### config.mk
export PLATFORM = sky130hd
export DESIGN_NAME = melody_sequencer_flat
export DESIGN_NICKNAME = d
export VERILOG_FILES = /design/src/rtl/melody_if.sv /design/src/rtl/melody_sequencer.sv /design/src/flat_wrapper.sv
export SDC_FILE = /design/constraint.sdc
export NUM_CORES = 1
export LEC_CHECK = 0
export ABC_AREA = 0
export BUFFER_PORTS_ARGS = -buffer_cell sky130_fd_sc_hd__buf_2
export CELL_PAD_IN_SITES_DETAIL_PLACEMENT = 0
export CELL_PAD_IN_SITES_GLOBAL_PLACEMENT = 1
export CORE_UTILIZATION = 51
export DETAILED_ROUTE_END_ITERATION = 6
export PLACE_DENSITY = 0.84
export SYNTH_ARGS = -nofsm -noshare
export SYNTH_HDL_FRONTEND = slang
export SYNTH_SLANG_ARGS = --single-unit
### constraint.sdc
create_clock -name clk -period 15.15 [get_ports clk]
set_input_delay 2.2725 -clock clk [delete_from_list [all_inputs] [get_ports clk]]
set_output_delay 2.2725 -clock clk [all_outputs]
set_load 0.01 [all_outputs]
### src/rtl/melody_if.sv
// Handshake bundle between the alarm logic and the melody sequencer.
// The alarm side drives start/stop; the sequencer drives the tone outputs.
interface melody_if;
  logic       start;
  logic       stop;
  logic [5:0] music;
  logic       playing;
  logic       done;
  logic [4:0] note_addr;

  modport master (
    output start, stop,
    input  music, playing, done, note_addr
  );

  modport slave (
    input  start, stop,
    output music, playing, done, note_addr
  );
endinterface

### src/rtl/melody_sequencer.sv
// Melody sequencer: walks a fixed (note, duration) song table with a silent gap.
// Define MELODY_LOOP_EN to restart the song instead of ending with a done pulse.
module melody_sequencer #(
  parameter int unsigned TICKS_PER_BEAT = 12_500_000,
  parameter int unsigned GAP_TICKS      = 500_000,
  parameter logic [5:0]  REST_CODE      = 6'd63
) (
  input  logic     clk,
  input  logic     rst_n,
  melody_if.slave  mif
);

  localparam logic [31:0] TPB    = 32'(TICKS_PER_BEAT);
  localparam logic [31:0] GAP_LD = 32'(GAP_TICKS) - 32'd1;

  typedef enum logic [1:0] {IDLE, NOTE, GAP} state_t;

  state_t      state;
  logic [31:0] cnt;
  logic [4:0]  addr;

  logic [9:0]  s_ent;
  logic [9:0]  f_ent;
  state_t      f_state;
  logic [5:0]  f_music;
  logic        f_play;
  logic [4:0]  f_addr;
  logic [31:0] f_cnt;
  logic        f_done;

  // Song table entry {note[5:0], dur[3:0]}; dur 0 marks the end.
  function automatic logic [9:0] rom(input logic [4:0] a);
    logic [9:0] e;
    case (a)
      5'd0:    e = {6'd12, 4'd2};
      5'd1:    e = {6'd16, 4'd2};
      5'd2:    e = {6'd19, 4'd4};
      5'd3:    e = {6'd63, 4'd1};
      default: e = 10'd0;
    endcase
    return e;
  endfunction

  function automatic logic [31:0] dur_ld(input logic [3:0] d);
    return ({28'd0, d} * TPB) - 32'd1;
  endfunction

  assign mif.note_addr = addr;

  // Next-entry fetch: either the following note or the end-of-song action.
  always_comb begin
    s_ent   = rom(5'd0);
    f_addr  = addr + 5'd1;
    f_ent   = rom(f_addr);
    f_state = NOTE;
    f_music = f_ent[9:4];
    f_play  = 1'b1;
    f_cnt   = dur_ld(f_ent[3:0]);
    f_done  = 1'b0;
    if (f_ent[3:0] == 4'd0) begin
`ifdef MELODY_LOOP_EN
      f_addr  = 5'd0;
      f_music = s_ent[9:4];
      f_cnt   = dur_ld(s_ent[3:0]);
`else
      f_state = IDLE;
      f_music = REST_CODE;
      f_play  = 1'b0;
      f_addr  = 5'd0;
      f_cnt   = 32'd0;
      f_done  = 1'b1;
`endif
    end
  end

  // Playback FSM with registered outputs; stop overrides everything.
  always_ff @(posedge clk or negedge rst_n) begin
    if (!rst_n) begin
      state       <= IDLE;
      cnt         <= 32'd0;
      addr        <= 5'd0;
      mif.music   <= REST_CODE;
      mif.playing <= 1'b0;
      mif.done    <= 1'b0;
    end else begin
      mif.done <= 1'b0;
      if (mif.stop) begin
        state       <= IDLE;
        cnt         <= 32'd0;
        addr        <= 5'd0;
        mif.music   <= REST_CODE;
        mif.playing <= 1'b0;
      end else begin
        case (state)
          IDLE: begin
            if (mif.start) begin
              state       <= NOTE;
              addr        <= 5'd0;
              cnt         <= dur_ld(s_ent[3:0]);
              mif.music   <= s_ent[9:4];
              mif.playing <= 1'b1;
            end
          end
          NOTE, GAP: begin
            if (cnt != 32'd0) begin
              cnt <= cnt - 32'd1;
            end else if (state == NOTE && GAP_TICKS > 0) begin
              state     <= GAP;
              cnt       <= GAP_LD;
              mif.music <= REST_CODE;
            end else begin
              state       <= f_state;
              addr        <= f_addr;
              cnt         <= f_cnt;
              mif.music   <= f_music;
              mif.playing <= f_play;
              mif.done    <= f_done;
            end
          end
          default: begin
            state       <= IDLE;
            cnt         <= 32'd0;
            addr        <= 5'd0;
            mif.music   <= REST_CODE;
            mif.playing <= 1'b0;
          end
        endcase
      end
    end
  end

endmodule

### src/flat_wrapper.sv
// flat-port wrapper written by rule: the top's interface ports become plain ports
module melody_sequencer_flat 
#(
  parameter int unsigned TICKS_PER_BEAT = 12_500_000,
  parameter int unsigned GAP_TICKS      = 500_000,
  parameter logic [5:0]  REST_CODE      = 6'd63
)
  (clk, rst_n, mif_start, mif_stop, mif_music, mif_playing, mif_done, mif_note_addr);
  melody_if mif_i ();
  input  logic clk;
  input  logic rst_n;
  input wire logic [$bits(mif_i.start)-1:0] mif_start;
  input wire logic [$bits(mif_i.stop)-1:0] mif_stop;
  output wire logic [$bits(mif_i.music)-1:0] mif_music;
  output wire logic [$bits(mif_i.playing)-1:0] mif_playing;
  output wire logic [$bits(mif_i.done)-1:0] mif_done;
  output wire logic [$bits(mif_i.note_addr)-1:0] mif_note_addr;
  assign mif_i.start = mif_start;
  assign mif_i.stop = mif_stop;
  assign mif_music = mif_i.music;
  assign mif_playing = mif_i.playing;
  assign mif_done = mif_i.done;
  assign mif_note_addr = mif_i.note_addr;
  melody_sequencer #(.TICKS_PER_BEAT(TICKS_PER_BEAT), .GAP_TICKS(GAP_TICKS), .REST_CODE(REST_CODE)) u_core (.clk(clk), .rst_n(rst_n), .mif(mif_i));
endmodule
# [Word-level counts from Yosys, hierarchy flattened]
# Cells that the tools add are included.
[classes] multipliers=1 reduce_logical=7 n_mux=36 addsub=3 n_eq_ne=8
[ops] operator="$mux 32" n=5
[ops] operator="$pmux 32 s2" n=1
[ops] operator="$pmux 10 s4" n=1
[ops] operator="$reduce_bool 32->1" n=1
[ops] operator="$sub 32x1->32 const B" n=1
[ops] operator="$mux 6" n=5
[ops] operator="$sub 28x1->29 const B" n=1
[ops] operator="$mux 5" n=5
[ops] operator="$mul 4x19->23 const B" n=1
[ops] operator="$pmux 6 s2" n=1
[ops] operator="$mux 1" n=11
[ops] operator="$eq 5x2->1 const B" n=2
[ops] operator="$pmux 5 s2" n=1
[ops] operator="$ne 3x3->1 const B" n=3
[ops] operator="$mux 2" n=4
[ops] operator="$add 5x1->5 const B" n=1
[ops] operator="$eq 5x1->1 const B" n=1
[ops] operator="$logic_not 5->1" n=1
[ops] operator="$logic_not 4->1" n=1
[ops] operator="$pmux 2 s2" n=1
[ops] operator="$reduce_and 3->1" n=1
[ops] operator="$eq 2x1->1 const B" n=1
[ops] operator="$eq 2x2->1 const B" n=1
[ops] operator="$logic_not 2->1" n=1
[ops] operator="other kinds (3)" n=3
[totals] elab_cells=61 out_inout_bits=13 in_bits=4 register_bits=47

# [Longest topological paths before layout]
# Gate-level depths: netlist of the first run.
[logic_depth] word_depth=10 depth_mapped=23 ltp_nobuf=22

# [Least setup slack after synthesis of the first run]
# No wires, ideal clock.
[synth_timing] path_type="register -> register" start="register u_core.addr[0], in the netlist u_core.mif.note_addr[0]" end="register u_core.cnt[28]" slack_ns=10.021 synth_period_minus_slack_ns=5.129 n_path_buf=1 required_ns=15.079 path_stages_with_launch=23 setup_time_ns=0.071 arrival_time_ns=5.058 cell_sequence="dfrtp_1 -> ha_1 -> or2_2 -> o21ai_0 -> a21oi_1 -> nand2b_1 -> ha_1 -> nand2_1 -> nand2_1 -> nor2_1 -> inv_1 -> ha_1 -> and2_1 -> or2_2 -> ha_1 -> buf_2 -> nor2_1 -> or3b_2 -> a221oi_1 -> nand2_1 -> nor4_1 -> o2111ai_1 -> nand3_1"
[synth_via] elab_chain_len=10 word_cells_on_any_way=14 classes_between="add/sub: 2; mul: 1; eq/ne: 3; mux: 6; reduce/logical: 2"
[synth_rtl] item="from (decl)" line="melody_sequencer.sv:20" text="logic [4:0] addr;"
[synth_rtl] item="from (signal assigned)" line="melody_sequencer.sv:113" text="addr <= f_addr;"
[synth_rtl] item="$add 5x1->5 (*)" line="melody_sequencer.sv:53" text="f_addr = addr + 5'd1;"
[synth_rtl] item="$eq 5x2->1 (tied with other cells)" line="melody_sequencer.sv:34" text="case (a)"
[synth_rtl] item="$pmux 10 s4 (*)" line="melody_sequencer.sv:34"
[synth_rtl] item="$mul 4x19->23" line="melody_sequencer.sv:45" text="return ({28'd0, d} * TPB) - 32'd1;"
[synth_rtl] item="$sub 28x1->29" line="melody_sequencer.sv:45"
[synth_rtl] item="$mux 32 (*)" line="melody_sequencer.sv:60" text="if (f_ent[3:0] == 4'd0) begin"
[synth_rtl] item="$mux 32 (*)" line="melody_sequencer.sv:107" text="end else if (state == NOTE && GAP_TICKS > 0) begin"
[synth_rtl] item="$mux 32 (*)" line="melody_sequencer.sv:105" text="if (cnt != 32'd0) begin"
[synth_rtl] item="$pmux 32 s2 (*)" line="melody_sequencer.sv:94" text="case (state)"
[synth_rtl] item="$mux 32 (*)" line="melody_sequencer.sv:87" text="if (mif.stop) begin"
[synth_rtl] item="to (signal assigned)" line="melody_sequencer.sv:99" text="cnt <= dur_ld(s_ent[3:0]);"
[synth_rtl] item="to (signal assigned)" line="melody_sequencer.sv:106" text="cnt <= cnt - 32'd1;"
[synth_rtl] item="to (signal assigned)" line="melody_sequencer.sv:114" text="cnt <= f_cnt;"
[synth_rtl] item="to (decl)" line="melody_sequencer.sv:19" text="logic [31:0] cnt;"
# Every way passes the cells marked *; elsewhere a longest branch is shown, timed or not.
# A chain may end at the register's enable or synchronous reset.

# [Final worst setup path of the first run]
[layout_timing] start="register u_core.addr[0], in the netlist u_core.mif.note_addr[0]" end="register u_core.cnt[29]"
# The elaborated chain is that of the path after synthesis.

==> results.ini, run 1 <==
[sta]
hold_viol=0
rsz0062_at_grt=no
skew_ps=20.53
slew_viol_final=0
period_share=0.3886
setup_tns_ps=0
relSlewSlack=0.2952
fin_crit_ps=5887
tightest_slew_ps=1057
setup_violations=0
timing.fmax_mhz=169.9

[worst_setup_path]
crit_buf_inv=1
endpoint_kind=flip-flop
crit_type=reg -> reg
reg2reg_slack_ps=9260
worstPathRequired_ps=15390
cp-startpoint=u_core.mif.note_addr[0]
r2r_end=u_core.cnt[29]
max_stage_delay_ps=480
r2r_cells=21
path_max_fanout=9
crit_chain=ha_1 -> or2_2 -> o21ai_0 -> a21oi_1 -> nand2b_1 -> ha_1 -> nand2_1 -> nand2_1 -> nor2_1 -> inv_1 -> ha_1 -> and2_1 -> or2_2 -> ha_1 -> nor2_1 -> or3b_2 -> a221oi_1 -> nand2_1 -> nor4_1 -> o2111ai_1 -> nand2_1
cp_data_arrival_time_ps=6120
worstSetupStartpointType=flip-flop
cp_slowest_cell=ha_1
cp_top_family=simple AND/OR/NAND/NOR gates
reg2reg_from=u_core.mif.note_addr[0]

[route]
routed_wl_um=11160
antenna_left=0
viasPerCell=6.355
firstDrtPassIters=5
drc=0
initialDrtViolationCount=315
vias=3902
wire_per_inst_um=18.17

[finish]
stdcell_area_um2=4250
final_cell_mix=o21ai_0 (49), a21oi_1 (45), nor2_1 (43)
final_nets=551
layout_commonest_cell=o21ai_0
fillers=748
n_antenna_cell=0
synthToLayoutAreaGrowth_pct=5.105
drive_above_1_share=0.09961

[floorplan]
dieArea_um2=8289
die_x_um=91.05
row_count=32
start_util=0.5260
dieHeight_um=91.05
core_um2=7687
pin_count=17

[logic_synthesis]
synth_cell_types=67
synthArstFlopShare=1.000
synth_edf_count=0
synth_seq_cells=45
syn_inst=512
syn-num-nets=552
synthFlopType=dfrtp_1
synth_seq_area_share=0.2797
ys_warn_count=0
synth_area_um2=4044
synth_area_per_cell_um2=7.898

[hold_path]
hp-class=reg -> reg
whs_path_depth=2
hold_start=u_core.mif.music[1]
min_to=u_core.mif.music[1]

[global_routing]
grt_pass1_wl_um=18480
grt_pass1_vias=3703
grt_antenna_before_repair=0
grt_max_degree=46
overflow=0
grt_util_all_layers=0.2768

[clock_tree]
postCtsHoldBufs=0
cts_tree=done
post_cts_resized=0
numCtsBuffers=5
cts_setup_buffers=0
cts_sinks=45
cts.clk_slew.worst_paths_ps=100
clockRootBuffer=clkbuf_8
clock_latency_ps=310
clk_path_buf_depth=2
cts_htree_levels=2

[power_and_ir_drop]
p_leak_nw=1.794
vdd_ir_drop_max_mv=0.1617
power_density_nw_per_um2=240.8

[place]
place_area_um2=4139
io_buffers=16
finalWeightedCongestion=0.9741
dp_hpwl_um=8266

[flow_run]
drv_cap=0

[run_status]
run_status=finished, final reports clean

## cells by family after synthesis
family,synth area share
and+or+nand+nor,0.2494
buffers and inverters,0.04734
DFF,0.2797
AOI/OAI and AO/OA,0.2794
xor gates and xnor gates,0.02816
muxes,0.002784
adders and majority gates,0.1132
## flip-flops by register name (all words and copies together) (netlist names)
signal                count
u_core.state              2
u_core.mif.playing        1
u_core.mif.music          4
u_core.mif.note_addr      5
u_core.cnt               32
u_core.mif.done           1
## synthesized netlist by cell type (all sizes together), types with 6 or more instances
| master | count | area (um^2) |
|---|---|---|
| nor3 | 23 | 115.1 |
| buf | 9 | 63.80 |
| nor4 | 8 | 56.30 |
| nand4 | 8 | 50.05 |
| and3 | 7 | 43.79 |
| nand3 | 20 | 100.1 |
| o211ai | 12 | 90.09 |
| a211oi | 6 | 50.05 |
| xnor2 | 7 | 61.31 |
| nand2b | 7 | 43.79 |
| or2 | 7 | 43.79 |
| nor2 | 44 | 172.7 |
| dfrtp | 41 | 1026 |
| ha | 35 | 437.9 |
| a21oi | 46 | 234.0 |
| o21ai | 67 | 350.3 |
| nand2 | 37 | 141.4 |
| xor2 | 6 | 52.55 |
| nor3b | 6 | 45.04 |
| inv | 17 | 63.81 |
| clkbuf | 17 | 63.81 |
| or3 | 10 | 72.57 |
## metal layers
layer | share of wire | GRT usage
met1 | 0.45 | 0.3758
met2 | 0.48 | 0.4646
met3 | 0.052 | 0.03685
met4 | 0.018 | 0.06878
met5 | 0 | 0
## report_power, final
group / switching [mW] / internal [mW] / leakage (nW) / total [mW]
clock network: 0.0454 / 0.0499 / 0.0558 / 0.0954
registers: 0.0364 / 0.160 / 0.595 / 0.197
logic: 0.475 / 0.257 / 1.14 / 0.731
## worst max path at each step
stage	to	slack, ps	cells after the start
after CTS	u_core.cnt[29]	9300	21
after detailed placement	u_core.cnt[29]	9340	21
after global routing	u_core.cnt[28]	8710	21
after floorplan	u_core.cnt[28]	10020	22
after global placement	u_core.cnt[29]	9570	21
final	u_core.cnt[29]	9260	21
## final cells by class
| class | instances | area [um^2] | area share |
|---|---|---|---|
| multi-input combinational | 424 | 2721 | 0.6403 |
| sequential | 45 | 1131 | 0.2661 |
| tap | 102 | 127.6 | 0.03003 |
| timing repair buffer | 18 | 95.09 | 0.02237 |
| clock buffer | 6 | 72.57 | 0.01707 |
| inverter | 17 | 63.81 | 0.01501 |
| clock inverter | 2 | 38.79 | 0.009126 |
## worst register-to-register path, cell delays in order (launching register included)
cell       delay, ps
dfrtp_1          470
ha_1             280
or2_2            280
o21ai_0          180
a21oi_1          270
nand2b_1         260
ha_1             260
nand2_1           70
nand2_1           90
nor2_1           320
inv_1            140
ha_1             310
and2_1           160
or2_2            290
ha_1             480
nor2_1           150
or3b_2           460
a221oi_1         420
nand2_1          100
nor4_1           440
o2111ai_1        250
nand2_1          130
## metrics by stage
stage / total power, mW / cells / hold WS, ps / util / setup slack (ps)
2_1_floorplan: 0.7399 / 512 / 466.6 / - / 10020
3_3_place_gp: 0.9078 / 606 / 461.1 / 0.5384 / 9567
4_1_cts: 1.013 / 614 / 485.3 / 0.5529 / 9300
5_1_grt: 1.110 / 614 / 512.8 / 0.5529 / 8706
3_5_place_dp: 0.9154 / 606 / 471.6 / 0.5384 / 9343
6_report: 1.023 / 614 / 482.6 / 0.5529 / 9263
Note: power is estimated with default switching activity, not from simulation.
==> inputs of run 2 (changes only) <==
--- a/config.mk
+++ b/config.mk
@@ -5,13 +5,13 @@
 export SDC_FILE = /design/constraint.sdc
 export NUM_CORES = 1
 export LEC_CHECK = 0
-export ABC_AREA = 0
+export ABC_AREA = 1
 export BUFFER_PORTS_ARGS = -buffer_cell sky130_fd_sc_hd__buf_2
 export CELL_PAD_IN_SITES_DETAIL_PLACEMENT = 0
 export CELL_PAD_IN_SITES_GLOBAL_PLACEMENT = 1
-export CORE_UTILIZATION = 51
+export CORE_UTILIZATION = 42
 export DETAILED_ROUTE_END_ITERATION = 6
-export PLACE_DENSITY = 0.84
+export PLACE_DENSITY = 0.76
 export SYNTH_ARGS = -nofsm -noshare
 export SYNTH_HDL_FRONTEND = slang
 export SYNTH_SLANG_ARGS = --single-unit
==> constraint.sdc (replaced) <==
create_clock -name clk -period 5.4 [get_ports clk]
set_input_delay 0.81 -clock clk [delete_from_list [all_inputs] [get_ports clk]]
set_output_delay 0.81 -clock clk [all_outputs]
set_load 0.01 [all_outputs]
==> run 2 against run 1 <==
  * Critical endpoint is now u_core.cnt[28]
  * Die area increased by 30%
  * Core utilization down 8.7 points
  * First-iteration DRC count down 15%
==> results.ini, run 2 <==
[floorplan]
core_um2=9910
start_util=0.4380
row_count=36
die_x_um=103.7
dieHeight_um=103.7
dieArea_um2=10740
pin_count=17

[sta]
tightest_slew_ps=1125
setup_tns_ps=0
relSlewSlack=0.2503
fin_crit_ps=4653
setup_ws_ps=747.4
hold_viol=0
skew_ps=10.76
period_share=0.8616
slew_viol_final=0
timing.fmax_mhz=214.9
rsz0062_at_grt=no
setup_violations=0

[clock_tree]
cts_sinks=45
postCtsHoldBufs=0
post_cts_resized=0
cts_setup_buffers=0
clock_latency_ps=330
clockRootBuffer=clkbuf_8
cts.clk_slew.worst_paths_ps=90
cts_tree=done
clk_path_buf_depth=2
numCtsBuffers=5
cts_htree_levels=2

[route]
viasPerCell=5.320
wire_per_inst_um=15.77
firstDrtPassIters=5
drc=0
initialDrtViolationCount=267
vias=4134
routed_wl_um=12250
antenna_left=0

[finish]
drive_above_1_share=0.1071
final_cell_mix=nand2_1 (130), inv_1 (94), nor2_1 (75)
final-instance-count-excl-fill=777
n_antenna_cell=0
stdcell_area_um2=4613
synthToLayoutAreaGrowth_pct=6.284
utilization=0.4655
layout_commonest_cell=nand2_1
largest_reg_flops=32
top_register=u_core.cnt
final_nets=683

[logic_synthesis]
synth_seq_cells=45
synth_edf_count=0
synth_fa_ha_area_frac=0.1055
synth_area_um2=4340
synth_area_per_cell_um2=6.868
yosysTopAreaCellShare=0.2364
yosysMostFrequentCell=nand2_1
synth_seq_area_share=0.2606
syn-num-nets=672
synth.area.top_cells=dfrtp_1 (24%), nand2_1 (11%), ha_1 (10%), inv_1 (8.1%), nor2_1 (6.5%)
syn_inst=632
yosys.area_share.simple=0.3511
synth_xor_area_frac=0.04036
synth_area_leader_cell=dfrtp_1
synth_commonest_cells=nand2_1 (130), inv_1 (94), nor2_1 (75)
synthMuxAreaShare=0
synthFlopType=dfrtp_1
ys_warn_count=0
synthArstFlopShare=1.000
synth_cell_types=48
synth_top_family_by_area=simple AND/OR/NAND/NOR gates
synth_compound_area_frac=0.1424

[worst_setup_path]
max_stage_delay_ps=460
cp_slowest_cell=dfrtp_1
crit_type=reg -> reg
cp_data_arrival_time_ps=4920
worstSetupStartpointType=flip-flop
endpoint=u_core.cnt[28]
cp-startpoint=u_core.mif.note_addr[0]
reg2reg_slack_ps=750
worstPathRequired_ps=5670
path_max_fanout=7
r2r_cells=28
endpoint_kind=flip-flop
r2r_end=u_core.cnt[28]
crit_top_cell=ha_1
reg2reg_from=u_core.mif.note_addr[0]

[global_routing]
grt_pass1_wl_um=20580
grt_util_all_layers=0.2395
overflow=0
grt_max_degree=46
grt_antenna_before_repair=0
grt_pass1_vias=4009

[place]
place_ws_ps=729.4
dp_cells=769
finalWeightedCongestion=0.8788
dp_hpwl_um=9330
io_buffers=16
place_area_um2=4517

[power_and_ir_drop]
power_density_nw_per_um2=590.7
p_leak_nw=2.308
vdd_ir_drop_max_mv=0.3650

[run_status]
run_status=finished, final reports clean

[hold_path]
hp-class=reg -> reg

[flow_run]
drv_cap=0

==> run 2: cell families (layout without fill, tap and decap cells) <==
family / after synthesis / after routing
adders and majority gates: 36 / 36
DFF: 45 / 45
buffers and inverters: 109 / 121
xor gates and xnor gates: 20 / 20
and+or+nand+nor: 323 / 323
AOI/OAI and AO/OA: 99 / 99
==> run 2: how the worst min path moves through the flow <==
stage	from	to	slack, ps	cells after the start
floorplan	u_core.cnt[28]	u_core.cnt[28]	450	2
global placement	u_core.mif.playing	u_core.mif.playing	460	2
detailed placement	u_core.mif.playing	u_core.mif.playing	470	2
CTS	u_core.mif.playing	u_core.mif.playing	490	2
global route	u_core.mif.music[5]	u_core.mif.music[5]	530	2
finish	u_core.mif.playing	u_core.mif.playing	490	2
==> run 2: layout make-up <==
class,count,area (um^2)
inverter,97,364.1
multi-input combinational,478,2775
tap,133,166.4
fill,1059,5296
clock buffer,6,82.58
sequential,45,1131
timing repair buffer,16,80.08
clock inverter,2,13.76
==> run 2: critical path, delay by kind of cell, from the launching register on <==
kind                     cells  cell delay, ps
adder cells (fa/ha/maj)      6            1800
AO/OA/AOI/OAI                1             110
buffers and inverters        4             300
flip-flops                   1             460
AND/OR/NAND/NOR             16            1750
XOR/XNOR                     1             170
==> run 2: report_power, final <==
group	internal, mW	switching (mW)
combinational	0.615	1.34
sequential	0.438	0.0826
clock	0.104	0.144
==> run 2: through the flow <==
step	power [mW]	hold slack, ps
after CTS	2.727	488.5
after global routing	3.018	530.5
after detailed placement	2.468	466.7
final	2.725	485.4
after global placement	2.465	461.5
after floorplan	1.997	449.1
==> run 2: routing by layer <==
metal  GRT usage  part of all wire
met4     0.08163             0.018
met2      0.4003              0.47
met5           0                 0
met1      0.3193              0.48
met3     0.02958             0.031
==> inputs of run 3 (changes only) <==
--- a/config.mk
+++ b/config.mk
@@ -12,6 +12,7 @@
 export CORE_UTILIZATION = 42
 export DETAILED_ROUTE_END_ITERATION = 6
 export PLACE_DENSITY = 0.76
+export REMOVE_ABC_BUFFERS = 1
 export SYNTH_ARGS = -nofsm -noshare
 export SYNTH_HDL_FRONTEND = slang
 export SYNTH_SLANG_ARGS = --single-unit
==> run 3 against run 2 <==
  * Clock skew up 5.6 ps
  * Sequential share of layout area is essentially flat
  * Critical path depth unchanged
  * Total power decreased by 1.5%
  * Flip-flop and latch count unchanged
  * Die area did not move
  * Clock power fell by 8.9%
  * Sequential power about the same
  * Core utilization down 0.063 points
  * Clock-buffer cell count fell by 1
==> results.ini, run 3 (synthesis results as in run 2) <==
[finish]
final-instance-count-excl-fill=777
stdcell_area_um2=4607
final_nets=683
largest_reg_flops=32
n_antenna_cell=0
fillers=1061
layout_commonest_cell=nand2_1
final_cell_mix=nand2_1 (130), inv_1 (94), nor2_1 (75)
drive_above_1_share=0.1071
top_register=u_core.cnt
synthToLayoutAreaGrowth_pct=6.140

[floorplan]
die_x_um=103.7
dieHeight_um=103.7
dieArea_um2=10740
start_util=0.4380
pin_count=17
row_count=36
core_um2=9910

[place]
finalWeightedCongestion=0.8907
dp_cells=769
dp_hpwl_um=9276
place_area_um2=4517
io_buffers=16

[route]
initialDrtViolationCount=166
vias=4114
routed_wl_um=12030
drc=0
firstDrtPassIters=5
wire_per_inst_um=15.48
viasPerCell=5.295
antenna_left=0

[power_and_ir_drop]
power_density_nw_per_um2=582.8
vdd_ir_drop_max_mv=0.3371
p_leak_nw=2.301
power_mw=2.685

[flow_run]
drv_cap=0

[sta]
fin_crit_ps=4629
period_share=0.8572
timing.fmax_mhz=216.0
setup_tns_ps=0
hold_slack_ps=488.9
skew_ps=16.33
rsz0062_at_grt=no
tightest_slew_ps=1115
slew_viol_final=0
hold_viol=0
setup_violations=0
relSlewSlack=0.2568

[worst_setup_path]
r2r_cells=28
r2r_end=u_core.cnt[28]
reg2reg_from=u_core.mif.note_addr[0]
crit_type=reg -> reg
cp_slowest_cell=dfrtp_1
cp-startpoint=u_core.mif.note_addr[0]
endpoint=u_core.cnt[28]
crit_top_cell=ha_1
worstSetupStartpointType=flip-flop
worstPathRequired_ps=5640
reg2reg_slack_ps=770
path_max_fanout=7
cp_data_arrival_time_ps=4870
max_stage_delay_ps=470
endpoint_kind=flip-flop

[clock_tree]
clock_latency_ps=310
cts_setup_buffers=0
postCtsHoldBufs=0
clockRootBuffer=clkbuf_8
post_cts_resized=0
cts.clk_slew.worst_paths_ps=100
numCtsBuffers=5
cts_htree_levels=2
clk_path_buf_depth=2
cts_tree=done
cts_sinks=45

[global_routing]
grt_util_all_layers=0.2292
grt_most_used_layer=met2
met2_usage=0.3907
grt_max_degree=46
grt_pass1_vias=3984
overflow=0
grt_antenna_before_repair=0
grt_pass1_wl_um=19930
gr-usage-met3=0.03147
use_met1=0.3016

[run_status]
run_status=finished, final reports clean

[hold_path]
hp-class=reg -> reg

## run 3: report_power, final
group          leakage [nW]  total, mW  switching, mW  internal, mW
combinational          1.67       1.94           1.32         0.614
sequential            0.591      0.521         0.0824         0.439
clock                0.0445      0.226          0.133        0.0922
## run 3: worst min path at each step
stage                                    end                from  cells after the start
after global routing      u_core.mif.playing  u_core.mif.playing                      2
after global placement    u_core.mif.playing  u_core.mif.playing                      2
after detailed placement      u_core.cnt[28]      u_core.cnt[28]                      2
after floorplan               u_core.cnt[28]      u_core.cnt[28]                      2
final                         u_core.cnt[28]      u_core.cnt[28]                      2
after CTS                     u_core.cnt[28]      u_core.cnt[28]                      2
## run 3: metrics by stage
| step | util | worst slack [ps] |
|---|---|---|
| after floorplan | - | 1233 |
| after global placement | 0.4558 | 895.9 |
| after detailed placement | 0.4558 | 804.5 |
| after CTS | 0.4649 | 765.3 |
| after global routing | 0.4649 | 371.2 |
| final | 0.4649 | 771.0 |
## run 3: final cells by class
| class | count | area (um^2) | area share |
|---|---|---|---|
| multi-input combinational | 478 | 2775 | 0.6024 |
| timing repair buffer | 16 | 80.08 | 0.01738 |
| clock buffer | 5 | 68.82 | 0.01494 |
| tap | 133 | 166.4 | 0.03612 |
| sequential | 45 | 1131 | 0.2455 |
| clock inverter | 3 | 21.27 | 0.004617 |
| inverter | 97 | 364.1 | 0.07903 |
## run 3: critical path, delay by kind of cell, from the launching register on
family                     cells  cell delay [ps]
and+or+nand+nor               16             1680
buffers and inverters          4              300
xor gates and xnor gates       1              170
DFF                            1              470
AOI/OAI and AO/OA              1              110
adders and majority gates      6             1830
## run 3: routing by layer
metal  up-vias  share of wire
met5         -              0
met4         0          0.016
met3        15          0.033
met2        87           0.48
met1      1917           0.48
li1       2095              -
